**src/rtl/fetch_stage.sv**
```systemverilog
// Instruction fetch stage and IF/ID register for a 5-stage RV32I pipeline.
// Optional sticky misaligned-target trap enabled by defining FETCH_MISALIGN_TRAP_EN.
module fetch_stage #(
  parameter logic [31:0] RESET_ADDR = 32'h0000_0000,
  parameter logic [31:0] NOP_INST   = 32'h0000_0013
) (
  input  logic        i_clk,
  input  logic        i_rst,
  input  logic        i_pc_en,
  input  logic        i_if_id_en,
  input  logic        i_redirect,
  input  logic [31:0] i_redirect_target,
  output logic        o_imem_req,
  output logic [31:0] o_imem_addr,
  input  logic        i_imem_ready,
  input  logic        i_imem_valid,
  input  logic [31:0] i_imem_rdata,
  output logic [31:0] o_if_id_pc,
  output logic [31:0] o_if_id_pc_plus4,
  output logic [31:0] o_if_id_inst,
`ifdef FETCH_MISALIGN_TRAP_EN
  output logic        o_fetch_misaligned,
`endif
  output logic        o_if_id_valid
);

  typedef enum logic [1:0] {IDLE, REQ, WAIT, HOLD} state_t;

  state_t      state_reg, state_next;
  logic [31:0] pc_reg, pc_next;
  logic        kill_reg, kill_next;
  logic [31:0] buf_reg, buf_next;
  logic [31:0] if_id_pc_reg, if_id_pc_next;
  logic [31:0] if_id_pc_plus4_reg, if_id_pc_plus4_next;
  logic [31:0] if_id_inst_reg, if_id_inst_next;
  logic        if_id_valid_reg, if_id_valid_next;

  logic        advance;
  logic        load_fetch;
  logic        load_buf;
  logic        trap_hit;
  logic        locked;
  logic [31:0] redirect_pc;
  logic [31:0] pc_plus4;

  assign advance  = i_pc_en & i_if_id_en;
  assign pc_plus4 = pc_reg + 32'd4;

`ifdef FETCH_MISALIGN_TRAP_EN
  logic misaligned_reg;

  assign trap_hit    = i_redirect && (i_redirect_target[1:0] != 2'b00);
  assign redirect_pc = i_redirect_target;
  assign locked      = misaligned_reg;

  // Sticky until reset: once set, fetching stops for good.
  always_ff @(posedge i_clk) begin
    if (i_rst) begin
      misaligned_reg <= 1'b0;
    end else if (trap_hit) begin
      misaligned_reg <= 1'b1;
    end
  end

  assign o_fetch_misaligned = misaligned_reg;
`else
  logic unused_target_lsbs;

  assign unused_target_lsbs = ^i_redirect_target[1:0];
  assign trap_hit           = 1'b0;
  assign locked             = 1'b0;
  assign redirect_pc        = {i_redirect_target[31:2], 2'b00};
`endif

  always_comb begin
    state_next          = state_reg;
    pc_next             = pc_reg;
    kill_next           = kill_reg;
    buf_next            = buf_reg;
    if_id_pc_next       = if_id_pc_reg;
    if_id_pc_plus4_next = if_id_pc_plus4_reg;
    if_id_inst_next     = if_id_inst_reg;
    if_id_valid_next    = if_id_valid_reg;
    load_fetch          = 1'b0;
    load_buf            = 1'b0;
    o_imem_req          = 1'b0;

    case (state_reg)
      IDLE: begin
        if (!locked) begin
          state_next = REQ;
        end
      end
      REQ: begin
        o_imem_req = 1'b1;
        if (i_imem_ready) begin
          state_next = WAIT;
        end
      end
      WAIT: begin
        if (i_imem_valid) begin
          if (kill_reg) begin
            kill_next  = 1'b0;
            state_next = REQ;
          end else if (advance) begin
            load_fetch = 1'b1;
            pc_next    = pc_plus4;
            state_next = REQ;
          end else begin
            buf_next   = i_imem_rdata;
            state_next = HOLD;
          end
        end
      end
      HOLD: begin
        if (advance) begin
          load_buf   = 1'b1;
          pc_next    = pc_plus4;
          state_next = REQ;
        end
      end
      default: state_next = IDLE;
    endcase

    if (load_fetch || load_buf) begin
      if_id_pc_next       = pc_reg;
      if_id_pc_plus4_next = pc_plus4;
      if_id_inst_next     = load_fetch ? i_imem_rdata : buf_reg;
      if_id_valid_next    = 1'b1;
    end else if (i_if_id_en) begin
      if_id_inst_next  = NOP_INST;
      if_id_valid_next = 1'b0;
    end

    // Redirect outranks stalls and responses; the in-flight fetch becomes wrong-path.
    if (i_redirect) begin
      pc_next             = redirect_pc;
      if_id_pc_next       = if_id_pc_reg;
      if_id_pc_plus4_next = if_id_pc_plus4_reg;
      if_id_inst_next     = NOP_INST;
      if_id_valid_next    = 1'b0;
      case (state_reg)
        REQ: begin
          if (i_imem_ready) begin
            kill_next  = 1'b1;
            state_next = WAIT;
          end else begin
            state_next = REQ;
          end
        end
        WAIT: begin
          if (i_imem_valid) begin
            kill_next  = 1'b0;
            state_next = REQ;
          end else begin
            kill_next  = 1'b1;
            state_next = WAIT;
          end
        end
        default: state_next = REQ;
      endcase
      if (trap_hit || locked) begin
        state_next = IDLE;
      end
    end
  end

  always_ff @(posedge i_clk) begin
    if (i_rst) begin
      state_reg          <= IDLE;
      pc_reg             <= RESET_ADDR;
      kill_reg           <= 1'b0;
      buf_reg            <= NOP_INST;
      if_id_pc_reg       <= 32'h0;
      if_id_pc_plus4_reg <= 32'h0;
      if_id_inst_reg     <= NOP_INST;
      if_id_valid_reg    <= 1'b0;
    end else begin
      state_reg          <= state_next;
      pc_reg             <= pc_next;
      kill_reg           <= kill_next;
      buf_reg            <= buf_next;
      if_id_pc_reg       <= if_id_pc_next;
      if_id_pc_plus4_reg <= if_id_pc_plus4_next;
      if_id_inst_reg     <= if_id_inst_next;
      if_id_valid_reg    <= if_id_valid_next;
    end
  end

  assign o_imem_addr      = pc_reg;
  assign o_if_id_pc       = if_id_pc_reg;
  assign o_if_id_pc_plus4 = if_id_pc_plus4_reg;
  assign o_if_id_inst     = if_id_inst_reg;
  assign o_if_id_valid    = if_id_valid_reg;

endmodule

```
**config.mk**
```make
export PLATFORM = sky130hd
export DESIGN_NAME = fetch_stage
export DESIGN_NICKNAME = d
export VERILOG_FILES = /design/src/rtl/fetch_stage.sv
export SDC_FILE = /design/constraint.sdc
export NUM_CORES = 1
export LEC_CHECK = 0
export ABC_AREA = 1
export BUFFER_PORTS_ARGS = -buffer_cell sky130_fd_sc_hd__buf_2
export CORE_MARGIN = 2
export CORE_UTILIZATION = 50
export DETAILED_ROUTE_END_ITERATION = 10
export PLACE_DENSITY = 0.86
export SYNTH_ARGS = -nofsm -noshare
export SYNTH_HDL_FRONTEND = slang
export SYNTH_SLANG_ARGS = --single-unit
```
**constraint.sdc**
```tcl
create_clock -name i_clk -period 2.6 [get_ports i_clk]
set_clock_uncertainty 0.1 [all_clocks]
set_input_delay 0 -clock i_clk [delete_from_list [all_inputs] [get_ports i_clk]]
set_output_delay 0 -clock i_clk [all_outputs]
set_load 0.03 [all_outputs]
```
==> metrics.md <==
| Metric | Value |
|---|---|
| Status | `complete, no violations` |
| Worst path most repeated cell | `nand3_1` |
| Fmax | `roughly 450 MHz` |
| Tmin final | `approximately 2.2 ns` |
| Initial antenna violation count | `0` |
| Layout cells sized above 1 | `0.199` |
| CP arrival | `roughly 2.5 ns` |
| Num rows | `44` |
| CORE AREA | `around 15000 um^2` |
| Critical path type | `register to register` |
| Slew Viols, Final | `0` |
| Critical R2R Capture | `o_imem_addr[17]$_SDFFE_PP0P_` |
| Top-area cell type share of the netlist area | `0.418` |
| Mapped Area | `about 7600 um^2` |
| Reg clk slew, reported paths | `0.07 ns` |
| Inserted Diodes | `0` |
| First-pass GRT wire length | `between 30000 and 40000 um` |
| Global route total overflow | `0` |
| Area growth, synth to finish | `30.9%` |
| Die ar. | `around 16000 um^2` |
| Syn avg cell area | `between 6 and 7 um^2` |
| Slew Limit Headroom | `0.583` |
| Tcrit/Tclk final | `0.858` |
| Final Hold Fails | `0` |
| Number of DRC markers in iteration 0 | `812` |
| Finish-stage setup viols | `0` |
| Clk_lat worst skew | `0.43 ns` |
| Chip height | `between 100 and 150 um` |
| Worst min path class | `input port to register` |
| Top cells by area, synth | `dfxtp_1, nand2_1, nor2_1, inv_1, o21ai_0` |
| CTS tree | `yes` |
| Initial core utilization | `0.517` |
| RSZ-0062 raised after global routing | `no` |
| Clock root cell | `clkbuf_16` |
| CTS buffer count | `17` |
| Worst vdd ir | `roughly 0.45 mV` |
| Sequence of cells on the critical path | `inv_1 -> ha_1 -> o21ai_0 -> nand3_1 -> nor2_1 -> buf_4 -> nand3_1 -> nand3_1 -> inv_1` |
| Min-delay src | `i_if_id_en` |
| Worst slew pin tran | `around 0.63 ns` |
| Reg2reg path depth | `9` |
| Worst-path maximum fanout | `21` |
| H-Tree Depth | `4` |
| Cell Area, Placed | `8600 um^2` |
| Pleak | `between 4 and 5 nW` |
| Total GRT Usage | `0.281` |
| Yosys reg bits | `~160` |
| IO Count | `201` |
| Buffers on Ports | `about 190` |
| Dominant cell type by area after synthesis | `dfxtp_1` |
| Number of global-route vias before repair | `approximately 7700` |
| Critical path endpoint category | `register` |
| Sequential cell area fraction in the yosys report | `0.418` |
| DR DRC count | `0` |
| GPL Wtd Cong | `slightly below 0.9` |
| Setup_tns | `0 ns` |
| Number of synthesized flops with an enable pin | `0` |
| Maxcap violations | `0` |
| Clk buf depth | `2` |
| Warning count from the yosys run | `0` |
| Vias | `between 8000 and 9000` |
| Hold Crit Endpoint | `o_if_id_inst[3]$_SDFFE_PP0P_` |
| Final net count | `between 1000 and 1500` |
| Postcts setup bufs | `0` |
| Post-synth ARST share | `0` |
| CP max stage delay | `between 0.3 and 0.4 ns` |
| R2R Setup Slk | `between 0.3 and 0.4 ns` |
| Die W | `roughly 130 um` |
| Post-DP HPWL | `approximately 14000 um` |
| Crit-path slowest cell | `dfxtp_1` |
| Largest net degree at the start of global routing | `45` |
| Data required, critical path | `around 2.8 ns` |
| Post-synth top flop | `dfxtp_1` |
| Final antenna-violating net count | `0` |
| Crit start category | `register` |
| R2r startpoint | `state_reg[0]$_SDFFE_PP0P_` |
| Gate Count Post-Synth | `1129` |
| Final Cell Area | `between 9000 and 10000 um^2` |
| DRT Pass-1 Iters | `5` |
| Drt via density | `5.15` |
| Detailed Route WL | `22800 um` |
| Hold depth | `7` |
| Yosys cell types | `31` |
| Clock sink total | `approximately 160` |
| Pwr/cell area | `between 500 and 600 nW/um^2` |
| Average wire per standard cell | `between 10 and 15 um` |
cells in the final DEF (no fill, tap or decap):
| cell | Yosys | final |
|---|---|---|
| clkinv_2 | 0 | 1 |
| dfxtp_1 | 158 | 158 |
| clkinv_4 | 0 | 4 |
| clkbuf_8 | 0 | 1 |
| inv_6 | 0 | 3 |
| clkinvlp_4 | 0 | 2 |
| nand3_1 | 88 | 88 |
| bufinv_16 | 0 | 3 |
| nand4_1 | 1 | 1 |
| mux2i_1 | 1 | 1 |
| o21ai_0 | 91 | 91 |
| xnor2_1 | 8 | 8 |
| and2_1 | 2 | 2 |
| nand2_2 | 3 | 3 |
| inv_2 | 3 | 4 |
| clkbuf_16 | 0 | 17 |
| nand2_1 | 219 | 219 |
| dlygate4sd3_1 | 0 | 69 |
| a21oi_2 | 8 | 8 |
| inv_1 | 177 | 176 |
| nor2_4 | 4 | 4 |
| inv_8 | 0 | 1 |
| ha_1 | 5 | 5 |
| nand2_4 | 3 | 3 |
| o21ai_1 | 2 | 2 |
| o22ai_1 | 3 | 3 |
| nor3_1 | 8 | 8 |
| xor2_1 | 3 | 3 |
| a21oi_4 | 1 | 1 |
| nor2_1 | 202 | 201 |
| buf_4 | 13 | 20 |
| conb_1 | 1 | 6 |
| buf_2 | 16 | 192 |
| o211ai_1 | 13 | 13 |
| o221ai_1 | 17 | 17 |
| a21oi_1 | 38 | 38 |
| nor2_2 | 7 | 8 |
area by class of cell:
class                           count  area [um^2]
Tap cell                          184          230
Fill cell                        1168         4730
Timing Repair Buffer              281         1800
Sequential cell                   158         3160
Inverter                          180          676
Multi-Input combinational cell    733         3420
Clock inverter                     14          183
Clock buffer                       18          439
cell families (layout without fill, tap and decap cells):
family,after synthesis,in the layout,share of synthesized area
simple gates,537,537,0.293
buf+inv,243,493,0.133
compound gates,173,173,0.133
flops,158,158,0.418
xor+xnor,11,11,0.0127
fa+ha+maj,5,5,0.00826
other cells,1,6,0.000495
mux,1,1,0.00132
metrics by stage:
stage          hold slack (ns)  utilization  setup WS, ns  cells  total power [mW]
2_1_floorplan           0.0132            -         0.771   1134              2.98
3_3_place_gp             0.136        0.587         0.448   1467              3.15
3_5_place_dp             0.141        0.587         0.422   1467              3.16
4_1_cts                  0.107        0.677         0.390   1568              5.85
5_1_grt                  0.155        0.677         0.183   1568              6.04
6_report                 0.125        0.677         0.370   1568              5.85
worst max-delay path, delay by kind of cell (launching register included):
| family | cells | cell delay, ns |
|---|---|---|
| flops | 1 | 0.38 |
| compound gates | 1 | 0.19 |
| simple gates | 4 | 0.80 |
| fa+ha+maj | 1 | 0.24 |
| buf+inv | 3 | 0.41 |
worst max path at each step:
stage | from | end
after floorplan | o_imem_addr[3]$_SDFFE_PP0P_ | o_if_id_pc_plus4[26]$_SDFFE_PP0P_
after global placement | state_reg[0]$_SDFFE_PP0P_ | o_if_id_pc_plus4[28]$_SDFFE_PP0P_
after detailed placement | state_reg[0]$_SDFFE_PP0P_ | o_if_id_pc_plus4[20]$_SDFFE_PP0P_
after CTS | state_reg[0]$_SDFFE_PP0P_ | o_if_id_pc_plus4[10]$_SDFFE_PP0P_
after global routing | state_reg[0]$_SDFFE_PP0P_ | o_if_id_pc[14]$_SDFFE_PP0P_
final | state_reg[0]$_SDFFE_PP0P_ | o_imem_addr[17]$_SDFFE_PP0P_
where the power goes:
group | leakage, nW | internal, mW | switching, mW | total (mW)
Combinational | 3.17 | 0.249 | 0.405 | 0.654
Sequential | 1.28 | 2.48 | 0.0806 | 2.56
Clock | 0.299 | 1.56 | 1.08 | 2.63
routing by layer:
layer  vias to the layer above  track usage  wire [um]
met3                        53       0.0695       1860
met5                         -            0          0
met1                      3631        0.339       9220
met4                         0       0.0886        494
met2                       392        0.494      11200
li1                       3994            -          -
what timing repair did:
item,in CTS,in global routing
endpoints found under the hold margin,101,0
setup endpoints to repair,0,0
gates resized for setup,0,0
hold buffers,69,0
cells in the mapped netlist (2+ instances only):
| library cell | instances |
|---|---|
| dfxtp_1 | 158 |
| a21oi_1 | 38 |
| buf_4 | 13 |
| clkbuf_1 | 28 |
| nor2_1 | 202 |
| xor2_1 | 3 |
| o221ai_1 | 17 |
| buf_6 | 4 |
| inv_1 | 177 |
| buf_2 | 16 |
| nand2_4 | 3 |
| inv_2 | 3 |
| o211ai_1 | 13 |
| nand2_1 | 219 |
| nand3_1 | 88 |
| o21ai_0 | 91 |
| xnor2_1 | 8 |
| o22ai_1 | 3 |
| nor2_2 | 7 |
| nand2_2 | 3 |
| nor2_4 | 4 |
| a21oi_2 | 8 |
| o21ai_1 | 2 |
| buf_1 | 2 |
| nor3_1 | 8 |
| and2_1 | 2 |
| ha_1 | 5 |
Power figures use the tool's default switching activity.
